## config.mk

```make
export PLATFORM = sky130hd
export DESIGN_NAME = max_run_finder_flat
export DESIGN_NICKNAME = d
export VERILOG_FILES = /design/src/rtl/max_run_finder_pkg.sv /design/src/rtl/max_run_finder_if.sv /design/src/rtl/max_run_ctrl.sv /design/src/rtl/max_run_finder.sv /design/src/flat_wrapper.sv
export SDC_FILE = /design/constraint.sdc
export NUM_CORES = 1
export LEC_CHECK = 0
export ABC_AREA = 1
export CAP_MARGIN = 10
export CORE_ASPECT_RATIO = 1.1
export CORE_MARGIN = 4
export CORE_UTILIZATION = 55
export CTS_CLUSTER_SIZE = 40
export DETAILED_ROUTE_END_ITERATION = 10
export GPL_TIMING_DRIVEN = 0
export PLACE_DENSITY = 0.8
export SLEW_MARGIN = 20
export SYNTH_ARGS = -nofsm -noshare
export SYNTH_HDL_FRONTEND = slang
export SYNTH_SLANG_ARGS = --single-unit
```

## constraint.sdc

```tcl
create_clock -name clk -period 4.5 [get_ports clk]
set_input_delay 0.9 -clock clk [delete_from_list [all_inputs] [get_ports clk]]
set_output_delay 0.9 -clock clk [all_outputs]
set_load 0.01 [all_outputs]
```

## src/rtl/max_run_finder_pkg.sv

```systemverilog
// Shared definitions for the max_run_finder block: FSM state encoding and
// the target-bit mode constants.
package max_run_finder_pkg;

  typedef enum logic [1:0] {
    IDLE = 2'd0,
    SCAN = 2'd1,
    DONE = 2'd2
  } state_t;

  localparam logic MODE_ZEROS = 1'b0;
  localparam logic MODE_ONES  = 1'b1;

endpackage

```

## src/rtl/max_run_finder_if.sv

```systemverilog
// Start/busy/done handshake plus data and result bus of max_run_finder.
// The master drives the request; the slave (the scanner) returns results.
interface max_run_finder_if #(
  parameter int word_size    = 32,
  parameter int counter_size = 6,
  parameter int index_size   = 5
);

  logic                    start;
  logic                    mode;
  logic [word_size-1:0]    data;
  logic [counter_size-1:0] run_length;
  logic [index_size-1:0]   run_start;
  logic                    busy;
  logic                    done;

  modport master (
    output start, mode, data,
    input  run_length, run_start, busy, done
  );

  modport slave (
    input  start, mode, data,
    output run_length, run_start, busy, done
  );

endinterface

```

## src/rtl/max_run_ctrl.sv

```systemverilog
// Control FSM for max_run_finder: accepts start in IDLE/DONE, keeps scanning
// until the datapath raises stop, and produces registered busy/done.
module max_run_ctrl
  import max_run_finder_pkg::*;
(
  input  logic clk,
  input  logic reset,
  input  logic start,
  input  logic stop,
  output logic busy,
  output logic done,
  output logic load,
  output logic clear,
  output logic shift_en,
  output logic capture
);

  state_t state_q, state_d;
  logic   busy_q, busy_d;
  logic   done_q, done_d;

  // Next-state and strobe decode; busy/done follow the next state so they are
  // registered copies of the state itself.
  always_comb begin
    state_d  = state_q;
    load     = 1'b0;
    clear    = 1'b0;
    shift_en = 1'b0;
    capture  = 1'b0;
    case (state_q)
      IDLE, DONE: begin
        if (start) begin
          load    = 1'b1;
          clear   = 1'b1;
          state_d = SCAN;
        end else begin
          state_d = state_q;
        end
      end
      SCAN: begin
        shift_en = 1'b1;
        if (stop) begin
          capture = 1'b1;
          state_d = DONE;
        end else begin
          state_d = SCAN;
        end
      end
      default: begin
        state_d = IDLE;
      end
    endcase
    busy_d = (state_d == SCAN) ? 1'b1 : 1'b0;
    done_d = (state_d == DONE) ? 1'b1 : 1'b0;
  end

  // State and handshake output registers with synchronous reset.
  always_ff @(posedge clk) begin
    if (reset) begin
      state_q <= IDLE;
      busy_q  <= 1'b0;
      done_q  <= 1'b0;
    end else begin
      state_q <= state_d;
      busy_q  <= busy_d;
      done_q  <= done_d;
    end
  end

  assign busy = busy_q;
  assign done = done_q;

endmodule

```

## src/rtl/max_run_finder.sv

```systemverilog
// Serial longest-run scanner. Scans the loaded word LSB first, tracking the
// current and best run of the selected target bit, and stops as soon as the
// best run can no longer be beaten by the remaining bits.
module max_run_finder
  import max_run_finder_pkg::*;
#(
  parameter int word_size    = 32,
  parameter int counter_size = 6,
  parameter int index_size   = 5
) (
  input  logic                 clk,
  input  logic                 reset,
  max_run_finder_if.slave      bus
);

  // Wide enough for cur + remaining-bits and for pos + 1 - cur without wrap.
  localparam int AW = ((counter_size > index_size) ? counter_size : index_size) + 1;
  localparam logic [counter_size-1:0] CNT_ONE  = counter_size'(1);
  localparam logic [index_size-1:0]   POS_ONE  = index_size'(1);
  localparam logic [index_size-1:0]   POS_LAST = index_size'(word_size - 1);

  logic                    load, clear, shift_en, capture, stop;

  logic [word_size-1:0]    shift_q, shift_d;
  logic                    mode_q, mode_d;
  logic [index_size-1:0]   pos_q, pos_d;
  logic [counter_size-1:0] cur_q, cur_d;
  logic [counter_size-1:0] best_q, best_d;
  logic [index_size-1:0]   best_start_q, best_start_d;
  logic [counter_size-1:0] run_length_q, run_length_d;
  logic [index_size-1:0]   run_start_q, run_start_d;

  logic [counter_size-1:0] cur_n, best_n;
  logic [index_size-1:0]   best_start_n;
  logic [AW-1:0]           start_calc, rem, reach;

  max_run_ctrl u_ctrl (
    .clk      (clk),
    .reset    (reset),
    .start    (bus.start),
    .stop     (stop),
    .busy     (bus.busy),
    .done     (bus.done),
    .load     (load),
    .clear    (clear),
    .shift_en (shift_en),
    .capture  (capture)
  );

  // One scan step on the current LSB: run update, best update, stop decision.
  always_comb begin
    cur_n        = (shift_q[0] == mode_q) ? (cur_q + CNT_ONE) : '0;
    start_calc   = AW'(pos_q) + AW'(1'b1) - AW'(cur_n);
    if (cur_n > best_q) begin
      best_n       = cur_n;
      best_start_n = start_calc[index_size-1:0];
    end else begin
      best_n       = best_q;
      best_start_n = best_start_q;
    end
    rem   = AW'(word_size - 1) - AW'(pos_q);
    reach = AW'(cur_n) + rem;
    stop  = (pos_q == POS_LAST) || (reach <= AW'(best_n));
  end

  // Datapath next-state: load/clear on an accepted start, advance while scanning,
  // publish results when the scan finishes.
  always_comb begin
    shift_d      = shift_q;
    mode_d       = mode_q;
    pos_d        = pos_q;
    cur_d        = cur_q;
    best_d       = best_q;
    best_start_d = best_start_q;
    run_length_d = run_length_q;
    run_start_d  = run_start_q;
    if (load) begin
      shift_d = bus.data;
      mode_d  = bus.mode;
    end else if (shift_en) begin
      shift_d = shift_q >> 1;
    end else begin
      shift_d = shift_q;
    end
    if (clear) begin
      pos_d        = '0;
      cur_d        = '0;
      best_d       = '0;
      best_start_d = '0;
    end else if (shift_en) begin
      pos_d        = (pos_q == POS_LAST) ? pos_q : (pos_q + POS_ONE);
      cur_d        = cur_n;
      best_d       = best_n;
      best_start_d = best_start_n;
    end else begin
      pos_d        = pos_q;
    end
    if (capture) begin
      run_length_d = best_n;
      run_start_d  = best_start_n;
    end else begin
      run_length_d = run_length_q;
    end
  end

  // Datapath and result registers with synchronous reset.
  always_ff @(posedge clk) begin
    if (reset) begin
      shift_q      <= '0;
      mode_q       <= MODE_ZEROS;
      pos_q        <= '0;
      cur_q        <= '0;
      best_q       <= '0;
      best_start_q <= '0;
      run_length_q <= '0;
      run_start_q  <= '0;
    end else begin
      shift_q      <= shift_d;
      mode_q       <= mode_d;
      pos_q        <= pos_d;
      cur_q        <= cur_d;
      best_q       <= best_d;
      best_start_q <= best_start_d;
      run_length_q <= run_length_d;
      run_start_q  <= run_start_d;
    end
  end

  assign bus.run_length = run_length_q;
  assign bus.run_start  = run_start_q;

endmodule
```

## src/flat_wrapper.sv

```systemverilog
// flat-port wrapper written by rule: the top's interface ports become plain ports
module max_run_finder_flat import max_run_finder_pkg::*;
#(
  parameter int word_size    = 32,
  parameter int counter_size = 6,
  parameter int index_size   = 5
)
  (clk, reset, bus_start, bus_mode, bus_data, bus_run_length, bus_run_start, bus_busy, bus_done);
  max_run_finder_if #(.word_size(word_size), .counter_size(counter_size), .index_size(index_size)) bus_i ();
  input  logic clk;
  input  logic reset;
  input wire logic [$bits(bus_i.start)-1:0] bus_start;
  input wire logic [$bits(bus_i.mode)-1:0] bus_mode;
  input wire logic [$bits(bus_i.data)-1:0] bus_data;
  output wire logic [$bits(bus_i.run_length)-1:0] bus_run_length;
  output wire logic [$bits(bus_i.run_start)-1:0] bus_run_start;
  output wire logic [$bits(bus_i.busy)-1:0] bus_busy;
  output wire logic [$bits(bus_i.done)-1:0] bus_done;
  assign bus_i.start = bus_start;
  assign bus_i.mode = bus_mode;
  assign bus_i.data = bus_data;
  assign bus_run_length = bus_i.run_length;
  assign bus_run_start = bus_i.run_start;
  assign bus_busy = bus_i.busy;
  assign bus_done = bus_i.done;
  max_run_finder #(.word_size(word_size), .counter_size(counter_size), .index_size(index_size)) u_core (.clk(clk), .reset(reset), .bus(bus_i));
endmodule
```

==> summary.md <==
| Metric | Value |
|---|---|
| Status | `completed` |
| Crit path max fanout | `10` |
| Worst-path clk slew | `80 ps` |
| Mapped cell area | `3770 um^2` |
| Vias in the first global route | `3331` |
| Critical path capture point | `u_core.bus.run_length[1]` |
| Area grow syn2layout | `20.5%` |
| Residual DRC | `0` |
| Vias/cell | `5.27` |
| Power per cell area | `759 nW/um^2` |
| Final worst setup slack | `678 ps` |
| Final hold violations | `0` |
| Startpoint types | `flip-flop` |
| Port bufs | `48` |
| Core area | `6630 um^2` |
| TritonCTS Buffers | `9` |
| Max clock buf depth | `2` |
| Htree depth | `3` |
| Critical path cell sequence | `ha_1 > nand2_1 > inv_1 > nor3_2 > inv_1 > ha_1 > inv_1 > o31ai_1 > inv_1 > o21ai_0 > a21oi_1 > xor2_1 > ha_1 > a21oi_1 > nand2_1 > nand2_1 > nand2_2 > a21oi_2 > buf_6 > nand2_1 > nand2_1 > nor2_1` |
| Seq/Total Area, Yosys | `37.2%` |
| Worst Tran Pin Value | `573 ps` |
| Syn_area_per_cell | `7.09 um^2` |
| CTS tree | `built` |
| CTS root buffer | `clkbuf_8` |
| Via count | `3569` |
| Tcrit/Tclk final | `between 80% and 90%` |
| Syn Nets | `594` |
| Min Clock Period, post-route | `3820 ps` |
| CP Depth | `22` |
| Die W | `86.9 um` |
| Ratio of cells with drive above 1 in the final layout | `~6.6%` |
| Post-route ant nets | `0` |
| Layout filler cell count | `566` |
| CP max stage cell | `ha_1` |
| Placement Rows | `31` |
| Drt first pass iters | `5` |
| Synth top area cells | `dfxtp_1, nand2_1, ha_1` |
| Most frequent CP cell | `nand2_1` |
| Synth cell types | `32` |
| Reg2reg path depth | `22` |
| Warnings from Yosys | `0` |
| Hold-fix buffers, CTS | `0` |
| Rel. slew slack | `61.8%` |
| RR Endpoint | `u_core.bus.run_length[1]` |
| DRT Wirelength | `8970 um` |
| Final Max Tran Viols | `0` |
| Data required time at the worst endpoint | `4740 ps` |
| GRT overflow | `0` |
| Most frequent cells in the layout | `nand2_1, inv_1, dfxtp_1` |
| Initial cell density of the core | `56.8%` |
| Share of the synthesized area in the top cell type | `37.2%` |
| Highest Clock Rate | `roughly 260 MHz` |
| Crit. Startpoint | `u_core.cur_q[0]` |
| Power Total | `3.44 mW` |
| Worst path max stage delay | `390 ps` |
| Gr usage total | `22.7%` |
| Leak | `between 2 and 2.5 nW` |
| Largest net degree at the start of global routing | `14` |
| Cell taking the most area after synthesis | `dfxtp_1` |
| CP top delay family | `compound AO/OA/AOI/OAI gates` |
| CP endpoint kind | `flip-flop` |
| Initial DRC Count | `~230` |
| Placement Setup Slack | `between 500 and 600 ps` |
| GP Congestion | `0.878` |
| Setup TNS | `0 ps` |
| R2R Setup Slk | `680 ps` |
| Avg WL per Cell | `13.2 um` |
| Final net count | `roughly 650` |
| CP bufs+invs | `5` |
| CP arrival | `4070 ps` |
| Global-route wire length before repair | `15000 um` |
| Max Cap Viol | `0` |
| Clk_lat worst skew | `about 350 ps` |
| FF-to-FF Start | `u_core.cur_q[0]` |
| Commonest non-fill, non-tap cell in the layout | `nand2_1` |
| Clock Sinks | `70` |
| Final setup violation count | `0` |
| Kind of critical path | `reg2reg` |
| Unrepaired setup endpoints after global routing | `false` |
| Worst Skew | `15.8 ps` |
| Register bit count reported by yosys | `70` |
| Fin Hold WS | `468 ps` |
| Initial antenna violation count | `0` |
| Boundary Pins | `49` |
| Ant diodes | `0` |
| Syn Inst Count | `531` |
| Hpwl dp | `6670 um` |
| Hold Crit Class | `reg2reg` |
| Die area | `8240 um^2` |
| Die extent in y | `94.8 um` |
| VDD IR max | `454 uV` |
==> worst min-delay path by stage <==
stage / start / endpoint / slack (ps) / cells past startpoint
after floorplan: u_core.shift_q[1] / u_core.shift_q[1] / 430 / 2
after global routing: u_core.shift_q[11] / u_core.shift_q[11] / 490 / 2
after global placement: u_core.shift_q[6] / u_core.shift_q[6] / 450 / 2
after detailed placement: u_core.shift_q[16] / u_core.shift_q[16] / 450 / 2
after CTS: u_core.shift_q[11] / u_core.shift_q[11] / 470 / 2
final: u_core.shift_q[1] / u_core.shift_q[1] / 470 / 2
==> final cells by class <==
type                       instances  area [um^2]  share of cell area [%]
buffer                            25          119                    2.62
clock buffer                      10          138                    3.03
clock inverter                     6         45.0                   0.993
inverter                          77          289                    6.37
multi-input combinational        359         1960                    43.3
sequential                        70         1400                    30.9
tap                               82          103                    2.26
timing repair buffer              48          480                    10.6
==> per-layer routing <==
layer | track usage, % | vias to the layer above | part of all wire, %
li1 | - | 1846 | -
met1 | 30.3 | 1602 | 46
met2 | 36.2 | 102 | 47
met3 | 3.49 | 19 | 5.3
met4 | 9.74 | 0 | 1.9
met5 | 0 | - | 0
==> synthesized netlist by cell type, drive strengths merged <==
cell type  number
buf             6
ha             25
o221ai          8
fa              2
a21oi          47
nor3           17
nand4           6
nor4            1
o31ai           1
o21bai          1
clkinv          1
nand2         130
nor2           39
a221oi          1
clkbuf         19
o21ai          38
nand3          18
a31oi           8
a211oi          9
xor2            3
inv            76
nand3b          1
xnor2           4
dfxtp          70
==> worst min-delay path: cells and delay by family (launching register included) <==
| family | cells | cell delay (ps) |
|---|---|---|
| flops | 1 | 320 |
| buf+inv | 1 | 50 |
| compound gates | 1 | 60 |
==> registers in the layout, indices dropped and copies added (netlist names) <==
| register | flops |
|---|---|
| u_core.shift_q | 32 |
| u_core.pos_q | 5 |
| u_core.u_ctrl.state_q | 2 |
| u_core.bus.run_start | 5 |
| u_core.best_start_q | 5 |
| u_core.best_q | 6 |
| u_core.cur_q | 6 |
| u_core.mode_q | 1 |
| u_core.u_ctrl.done | 1 |
| u_core.bus.run_length | 6 |
| u_core.u_ctrl.busy | 1 |
==> stage by stage <==
step	cell area [um^2]	cells	util, %
4_1_cts	4530	677	68.3
6_report	4540	677	68.4
5_1_grt	4540	677	68.4
2_1_floorplan	3770	531	-
3_5_place_dp	4350	661	65.6
3_3_place_gp	4350	661	65.6
==> cells by family (layout without fill, tap and decap cells) <==
logic type | after synthesis | after routing | share of synthesized area (%)
compound gates | 113 | 113 | 17.2
buf+inv | 102 | 166 | 10.8
xor+xnor | 7 | 7 | 1.63
fa+ha+maj | 27 | 27 | 9.37
simple gates | 212 | 212 | 23.8
flops | 70 | 70 | 37.2
==> power by group <==
part | internal, mW | switching [mW]
sequential | 0.777 | 0.0742
combinational | 0.786 | 1.34
clock | 0.217 | 0.251
total | 1.78 | 1.66
==> repair_timing <==
item | CTS | global route
buffers inserted | 0 | 0
resized for setup | 0 | 1
setup endpoints to repair | 0 | 1
No activity file was read; power rests on OpenSTA's default activity.
